### config.mk
export PLATFORM = sky130hd
export DESIGN_NAME = snn_lif_core
export DESIGN_NICKNAME = d
export VERILOG_FILES = /design/src/rtl/snn_lif_core.sv
export SDC_FILE = /design/constraint.sdc
export NUM_CORES = 1
export LEC_CHECK = 0
export ABC_AREA = 1
export CAP_MARGIN = 20
export CORE_MARGIN = 3
export CORE_UTILIZATION = 50
export DETAILED_ROUTE_END_ITERATION = 10
export GPL_TIMING_DRIVEN = 0
export PLACE_DENSITY = 0.74
export SLEW_MARGIN = 10
export SYNTH_ARGS = -nofsm -noshare
export SYNTH_HDL_FRONTEND = slang
export SYNTH_SLANG_ARGS = --single-unit
### constraint.sdc
create_clock -name clk -period 3.1 [get_ports clk]
set_input_delay 0.775 -clock clk [delete_from_list [all_inputs] [get_ports clk]]
set_output_delay 0.775 -clock clk [all_outputs]
set_load 0.1 [all_outputs]
### src/rtl/snn_lif_core.sv
// Leaky-integrate-and-fire layer: N_IN spike inputs fully connected to N_OUT neurons, with its own config registers.
// Optional per-neuron fire counters at 0x80+j when SNN_SPIKE_CNT_EN is defined.
module snn_lif_core #(
    parameter int N_IN  = 4,
    parameter int N_OUT = 3,
    parameter int W_W   = 8,
    parameter int V_W   = 12
) (
    input  logic             clk,
    input  logic             rst_n,
    input  logic             cfg_we,
    input  logic             cfg_re,
    input  logic [7:0]       cfg_addr,
    input  logic [7:0]       cfg_wdata,
    output logic [7:0]       cfg_rdata,
    output logic             cfg_nack,
    input  logic             step,
    input  logic [N_IN-1:0]  in_spikes,
    output logic             busy,
    output logic             done,
    output logic [N_OUT-1:0] out_spikes
);
    localparam int ROW_W  = (N_IN > 1) ? $clog2(N_IN) : 1;
    localparam int W_BASE = 8'h10;
    localparam int C_BASE = 8'h80;

    typedef enum logic [1:0] {IDLE, ACCUM, UPDATE} state_t;

    state_t            state;
    logic [ROW_W-1:0]  row;
    logic [N_IN-1:0]   spk_lat;
    logic [W_W-1:0]    thr, leak, refr;
    logic [W_W-1:0]    weight  [N_IN][N_OUT];
    logic [V_W-1:0]    v       [N_OUT];
    logic [W_W-1:0]    ref_cnt [N_OUT];
    logic [V_W-1:0]    v_leak  [N_OUT];
`ifdef SNN_SPIKE_CNT_EN
    logic [7:0]        fire_cnt [N_OUT];
`endif

    logic              addr_hit;
    logic [7:0]        rd_val;

    // NOTE: every signal assigned in always_comb gets a default first so no latch is inferred.
    always_comb begin
        addr_hit = 1'b0;
        rd_val   = '0;
        if (cfg_addr == 8'h00) begin addr_hit = 1'b1; rd_val = thr;  end
        if (cfg_addr == 8'h01) begin addr_hit = 1'b1; rd_val = leak; end
        if (cfg_addr == 8'h02) begin addr_hit = 1'b1; rd_val = refr; end
        for (int i = 0; i < N_IN; i++)
            for (int j = 0; j < N_OUT; j++)
                if (cfg_addr == 8'(W_BASE + i*N_OUT + j)) begin
                    addr_hit = 1'b1;
                    rd_val   = weight[i][j];
                end
`ifdef SNN_SPIKE_CNT_EN
        for (int j = 0; j < N_OUT; j++)
            if (cfg_addr == 8'(C_BASE + j)) begin
                addr_hit = 1'b1;
                rd_val   = fire_cnt[j];
            end
`endif
    end

    // Leak is applied after this step's accumulation, clamped at zero.
    always_comb begin
        for (int j = 0; j < N_OUT; j++)
            v_leak[j] = (v[j] > V_W'(leak)) ? v[j] - V_W'(leak) : '0;
    end

    // NOTE: sequential state uses non-blocking assignments only, so every register sees pre-edge values.
    always_ff @(posedge clk) begin
        if (!rst_n) begin
            state      <= IDLE;
            row        <= '0;
            spk_lat    <= '0;
            busy       <= 1'b0;
            done       <= 1'b0;
            out_spikes <= '0;
            cfg_rdata  <= '0;
            cfg_nack   <= 1'b0;
            thr        <= 8'd255;
            leak       <= '0;
            refr       <= '0;
            // NOTE: the weight file is reset explicitly; it is a small register array, not a RAM macro.
            for (int i = 0; i < N_IN; i++)
                for (int j = 0; j < N_OUT; j++)
                    weight[i][j] <= '0;
            for (int j = 0; j < N_OUT; j++) begin
                v[j]       <= '0;
                ref_cnt[j] <= '0;
`ifdef SNN_SPIKE_CNT_EN
                fire_cnt[j] <= '0;
`endif
            end
        end else begin
            done     <= 1'b0;
            cfg_nack <= 1'b0;
            if (cfg_re)
                cfg_rdata <= rd_val;

            // Writes commit only in IDLE, so they never collide with UPDATE-side counter increments.
            if (cfg_we) begin
                if (busy || !addr_hit) begin
                    cfg_nack <= 1'b1;
                end else begin
                    if (cfg_addr == 8'h00) thr  <= cfg_wdata;
                    if (cfg_addr == 8'h01) leak <= cfg_wdata;
                    if (cfg_addr == 8'h02) refr <= cfg_wdata;
                    for (int i = 0; i < N_IN; i++)
                        for (int j = 0; j < N_OUT; j++)
                            if (cfg_addr == 8'(W_BASE + i*N_OUT + j))
                                weight[i][j] <= cfg_wdata;
`ifdef SNN_SPIKE_CNT_EN
                    for (int j = 0; j < N_OUT; j++)
                        if (cfg_addr == 8'(C_BASE + j))
                            fire_cnt[j] <= '0;
`endif
                end
            end

            case (state)
                IDLE: begin
                    if (step) begin
                        spk_lat <= in_spikes;
                        row     <= '0;
                        busy    <= 1'b1;
                        state   <= ACCUM;
                    end
                end
                ACCUM: begin
                    for (int j = 0; j < N_OUT; j++)
                        if (spk_lat[row] && ref_cnt[j] == '0)
                            v[j] <= v[j] + V_W'(weight[row][j]);
                    if (row == ROW_W'(N_IN - 1))
                        state <= UPDATE;
                    else
                        row <= row + 1'b1;
                end
                UPDATE: begin
                    for (int j = 0; j < N_OUT; j++) begin
                        if (ref_cnt[j] != '0) begin
                            ref_cnt[j]    <= ref_cnt[j] - 1'b1;
                            v[j]          <= '0;
                            out_spikes[j] <= 1'b0;
                        end else if (v_leak[j] >= V_W'(thr)) begin
                            v[j]          <= '0;
                            ref_cnt[j]    <= refr;
                            out_spikes[j] <= 1'b1;
`ifdef SNN_SPIKE_CNT_EN
                            if (fire_cnt[j] != 8'd255)
                                fire_cnt[j] <= fire_cnt[j] + 1'b1;
`endif
                        end else begin
                            v[j]          <= v_leak[j];
                            out_spikes[j] <= 1'b0;
                        end
                    end
                    done  <= 1'b1;
                    busy  <= 1'b0;
                    state <= IDLE;
                end
                default: state <= IDLE;
            endcase
        end
    end
endmodule

# Yosys cells after proc, flatten, opt, wreduce, memory -nomap -nowiden
# Memory sizes are Yosys's and may differ from the RTL's. A register that Yosys moved wholly into a read port is not among the register bits.
# Cells that the tools add are included.
[word_totals] regBits=46 latchBits=0 ramBits=156 mem_bits_ro=0 in_bits=25 wordCells=297 n_memories=3
[mem_list] name="weight" depth=4 width=24 rd=5 rd_clocked_by_memory_dff=1 wr=4 line_no="33" source="logic [W_W-1:0] weight [N_IN][N_OUT];"
[mem_list] name="v" depth=3 width=12 rd=3 rd_clocked_by_memory_dff=0 wr=3 line_no="34" source="logic [V_W-1:0] v [N_OUT];"
[mem_list] name="ref_cnt" depth=3 width=8 rd=3 rd_clocked_by_memory_dff=0 wr=3 line_no="35" source="logic [W_W-1:0] ref_cnt [N_OUT];"
[op_classes] n_addsub=10 n_mul=0 div=0 n_lt_le_gt_ge=7 eq_ne=20 shifts=0 n_mux=192 bitwise=31 reduce_logical=23
[op_table] cell="$mux 8" count=33
[op_table] cell="$mux 12" count=15
[op_table] cell="$mux 1" count=134
[op_table] cell="$eq 8x5->1 const B" count=12
[op_table] cell="$add 12x8->12" count=3
[op_table] cell="$ge 12x8->1" count=3
[op_table] cell="$gt 12x8->1" count=3
[op_table] cell="$sub 12x8->12" count=3
[op_table] cell="$logic_not 8->1" count=4
[op_table] cell="$or 1x1->1" count=30
[op_table] cell="$reduce_bool 8->1" count=3
[op_table] cell="$sub 8x1->8 const B" count=3
[op_table] cell="$mux 2" count=6
[op_table] cell="$reduce_and 3->1" count=4
[op_table] cell="$eq 8x1->1 const B" count=1
[op_table] cell="$eq 8x2->1 const B" count=1
[op_table] cell="$pmux 2 s2" count=2
[op_table] cell="$reduce_and 2->1" count=4
[op_table] cell="$ne 2x2->1 const B" count=3
[op_table] cell="$eq 2x2->1 const B" count=2
[op_table] cell="$reduce_bool 2->1" count=2
[op_table] cell="$logic_and 1x1->1" count=3
[op_table] cell="$lt 2x3->1 const B" count=1
[op_table] cell="$add 2x1->2 const B" count=1
[op_table] cell="other kinds (7)" count=7

# Longest topological paths before layout
# Gate-level depths: netlist of the first run.
[logic_depth] ltp_word=23 depth_mapped=25 depth_no_buf=25

# Worst setup path after synthesis of the first run
# OpenSTA, ideal clock, no wires.
[synth_path] kind="reg2reg" start="memory v[0][0]" end="memory ref_cnt[2][1] (data pin)" setup_ns=0.253 t_arrival_ns=3.189 t_required_ns=2.847 slack_ns=-0.342 stages_incl_launch_ff=25 path_buffers=1 period_less_slack_ns=3.442 cell_sequence="edfxtp_1 -> inv_1 -> ha_1 -> fa_1 -> o21ai_2 -> nand2_2 -> nand2_2 -> nand2_1 -> nand2_2 -> inv_2 -> or2_2 -> ha_1 -> inv_1 -> nand2_1 -> a21oi_1 -> o21ai_0 -> a21oi_1 -> nand2_1 -> nor2_1 -> nand3_1 -> nand2_1 -> nand3_2 -> buf_2 -> nand3_1 -> nand2_1"
[synth_lines] item="from (decl)" line_no="34"
[synth_lines] item="to (decl)" line_no="35"

==> results.md, run 1 <==
* Max-cap violations at 0
* Slowest cell on crit path: dfxtp_2
* Max Fclk at 262 MHz
* Number of enable flip-flop cells after synthesis at 156
* Post-route minimum period at 3.81 ns
* Vias in the first global route at 11,900
* Failing checks: setup timing
* Clock transition at path regs at 0.06 ns
* Vias at 12,500
* Most common cell after layout, fill and taps aside: nand2_1
* Tot Pwr at 6.87 mW
* Crit share post-route at 123%
* Total gr overflow at 0
* Net count after synthesis at 1,777
* Power per cell area at 421 mW/mm^2
* Cts hold-fix bufs at 0
* Final setup vio count at 75
* Hold Path Class: register to register
* Number of port buffers at 37
* 1st-iter DRT viols at 1,690
* Max-slew violations at 0
* Max Fanout on Critical Path at 7
* Seq/Total Area, Yosys at 42.7%
* Crit path max-delay family: compound AO/OA/AOI/OAI gates
* Layout Utilization at 63.7%
* Full die area at 0.0284 mm^2
* Cells after synthesis at 1,668
* Detailed-route DRC error count at 0
* WP data arrival at 4.09 ns
* CP peak stage delay at 0.35 ns
* Kind of end point of the critical path: register
* CTS root buffer: clkbuf_16
* CP Class: register to register
* Largest cells by area after synthesis: edfxtp_1 35%, nand2_1 11%, ha_1 7.4%
* Core Region at 0.0256 mm^2
* Final hold vios at 0
* Status: finished, violations left
* Via/cell ratio at 5.83
* Async SR Flop Fraction at 0%
* RSZ-0062 raised after global routing: true
* Post-synth design cell area at 0.0132 mm^2
* CTS buffer count at 24
* # rows at 58
* Dominant cell type by area after synthesis: edfxtp_1
* Actual slew at the worst max-slew pin at 1.00 ns
* Leakage Power at 6.99 nW
* Detailed-placement wirelength estimate at 32,300 um
* Worst slack, placed at -0.930 ns
* Final Net Count at 1,911
* Total track usage at 30.1%
* Setup TNS Final at -40.63 ns
* Post-route clock skew at 0.0163 ns
* Clock tree buffer depth at 3
* TritonCTS clock tree: done
* Fill cells at 2,164
* Relative slew slack at 32.8%
* Leading cell types in the layout, fill and taps excluded: 335 x nand2_1, 224 x nor2_1, 159 x inv_1
* Cell mode on critical path: a21oi_1
* CP Data Required Time at 3.38 ns
* Area Growth Syn to Fin at 23.3%
* H-tree depth at 1
* Initial DRT Pass Iterations at 8
* Initial antenna violation count at 0
* Unique masters post-synth at 57
* #FFs+latches synth at 204
* Post-route ant nets at 0
* YS warnings at 0
* Max rail drop VDD at 0.409 mV
* Non-filler cells, final at 2,150
* First-pass GRT wire length at 66,600 um
* Routed WL at 44,600 um
* Syn avg cell area at 7.93 um^2
* Initial Util at 51.6%
* Worst-Skew Late Latency at 0.53 ns
* WP buf/inv at 4
* Inst Count DP at 2,037
* Startpoint types: register
* Final worst slack at -0.712 ns
* Die Y at 169 um
* I/O pins at 39
* Main synth FF type: edfxtp_1
* Global placement routability congestion at 1.01
* Die width at 169 um
* Largest net degree at the start of global routing at 14
* Yosys top cell area share at 35.4%
* Diode count at 0
* Clock Sinks at 204
* Layout cell share with drive strength beyond 1 at 20.0%
* DR WL/cell at 20.8 um
* Cell Chain, Critical Path: clkinvlp_4 > buf_6 > ha_4 > a21oi_1 > o21ai_0 > a21oi_1 > xor2_1 > nor2_2 > ha_1 > a21oi_1 > o21ai_0 > a21oi_2 > nand2_2 > nor2_4 > nand3_2 > nand2_4 > nand3_4 > buf_6 > nand2_2 > inv_2
[per-layer routing]
metal	track usage (%)	vias to the layer above	wire length, um
li1	-	5903	-
met1	39.3	5876	17800
met2	51.0	593	21100
met3	4.16	155	3480
met4	12.0	0	2310
met5	0	-	0
[through the flow]
stage | cell area, um^2 | hold slack (ns)
detailed placement | 14100 | 0.449
global placement | 14100 | 0.439
floorplan | 13300 | 0.467
global route | 16300 | 0.486
finish | 16300 | 0.457
CTS | 15700 | 0.459
[worst reg2reg max path, stage by stage (launching register included)]
cell and delay, ns:
dfxtp_2 0.35, clkinvlp_4 0.20, buf_6 0.18, ha_4 0.25, a21oi_1 0.23, o21ai_0 0.17, a21oi_1 0.24, xor2_1 0.23
nor2_2 0.08, ha_1 0.29, a21oi_1 0.14, o21ai_0 0.11, a21oi_2 0.15, nand2_2 0.08, nor2_4 0.19, nand3_2 0.13
nand2_4 0.09, nand3_4 0.14, buf_6 0.18, nand2_2 0.08, inv_2 0.03
[power breakdown]
| group | internal [mW] | switching (mW) |
|---|---|---|
| clock network | 1.55 | 1.15 |
| registers | 3.02 | 0.0707 |
| logic | 0.373 | 0.715 |
| total | 4.94 | 1.93 |
[cell families after synthesis]
kind of cell	count (synthesis)	share of synthesized area [%]
simple gates	785	26.0
compound gates	328	13.3
fa+ha+maj	84	8.29
xor+xnor	44	2.91
buf+inv	223	6.82
flops	204	42.7
[sequential cells by signal, indices dropped and copies added, names as in the netlist, named ones only]
register / cells
weight: 96
spk_lat: 4
cfg_rdata: 8
v: 36
thr: 8
row: 2
leak: 8
busy: 1
done: 1
ref_cnt: 24
out_spikes: 3
cfg_nack: 1
state: 2
refr: 8
[what timing repair did]
item	4_1_cts	5_1_grt
pin swaps	34	26
setup endpoints to repair	103	189
cloned	3	2
setup buffers	39	26
gates resized for setup	155	117
[area by class of cell]
class | instances | area, um^2 | area share, %
tap | 330 | 413 | 2.53
clock buffer | 36 | 697 | 4.27
inverter | 186 | 729 | 4.47
multi-input combinational | 1241 | 7540 | 46.2
timing repair buffer | 108 | 973 | 5.97
sequential | 204 | 5660 | 34.7
clock inverter | 8 | 42.5 | 0.261
buffer | 37 | 263 | 1.61
[final timing paths]
path / start / slack, ns / end / cells past startpoint
worst max register to register: leak[2] / -0.71 / ref_cnt[0][5] / 20
worst min register to register: out_spikes[2] / 0.46 / out_spikes[2] / 2
worst max-delay path: leak[2] / -0.71 / ref_cnt[0][5] / 20
worst min-delay path: out_spikes[2] / 0.46 / out_spikes[2] / 2
[cells in the mapped netlist, drive strengths merged, types with 4 or more instances]
| master | n |
|---|---|
| dfxtp | 48 |
| ha | 78 |
| edfxtp | 156 |
| nand2 | 386 |
| clkbuf | 21 |
| a21o | 4 |
| o21ai | 153 |
| buf | 16 |
| inv | 183 |
| o22ai | 14 |
| xor2 | 26 |
| nor4 | 4 |
| fa | 6 |
| nand3 | 69 |
| nor2 | 261 |
| nand4 | 35 |
| a21oi | 131 |
| xnor2 | 18 |
| a31oi | 8 |
| nor3 | 16 |
| or2 | 8 |
(Power assumes the default switching activity.)
==> run 2, diff against run 1 <==
--- a/config.mk
+++ b/config.mk
@@ -6,6 +6,7 @@
 export NUM_CORES = 1
 export LEC_CHECK = 0
 export ABC_AREA = 1
+export ABC_CLOCK_PERIOD_IN_PS = 3100
 export CAP_MARGIN = 20
 export CORE_MARGIN = 3
 export CORE_UTILIZATION = 50
==> results of run 2 <==
No change in the layout: final DEF, timing and power equal those of run 1.
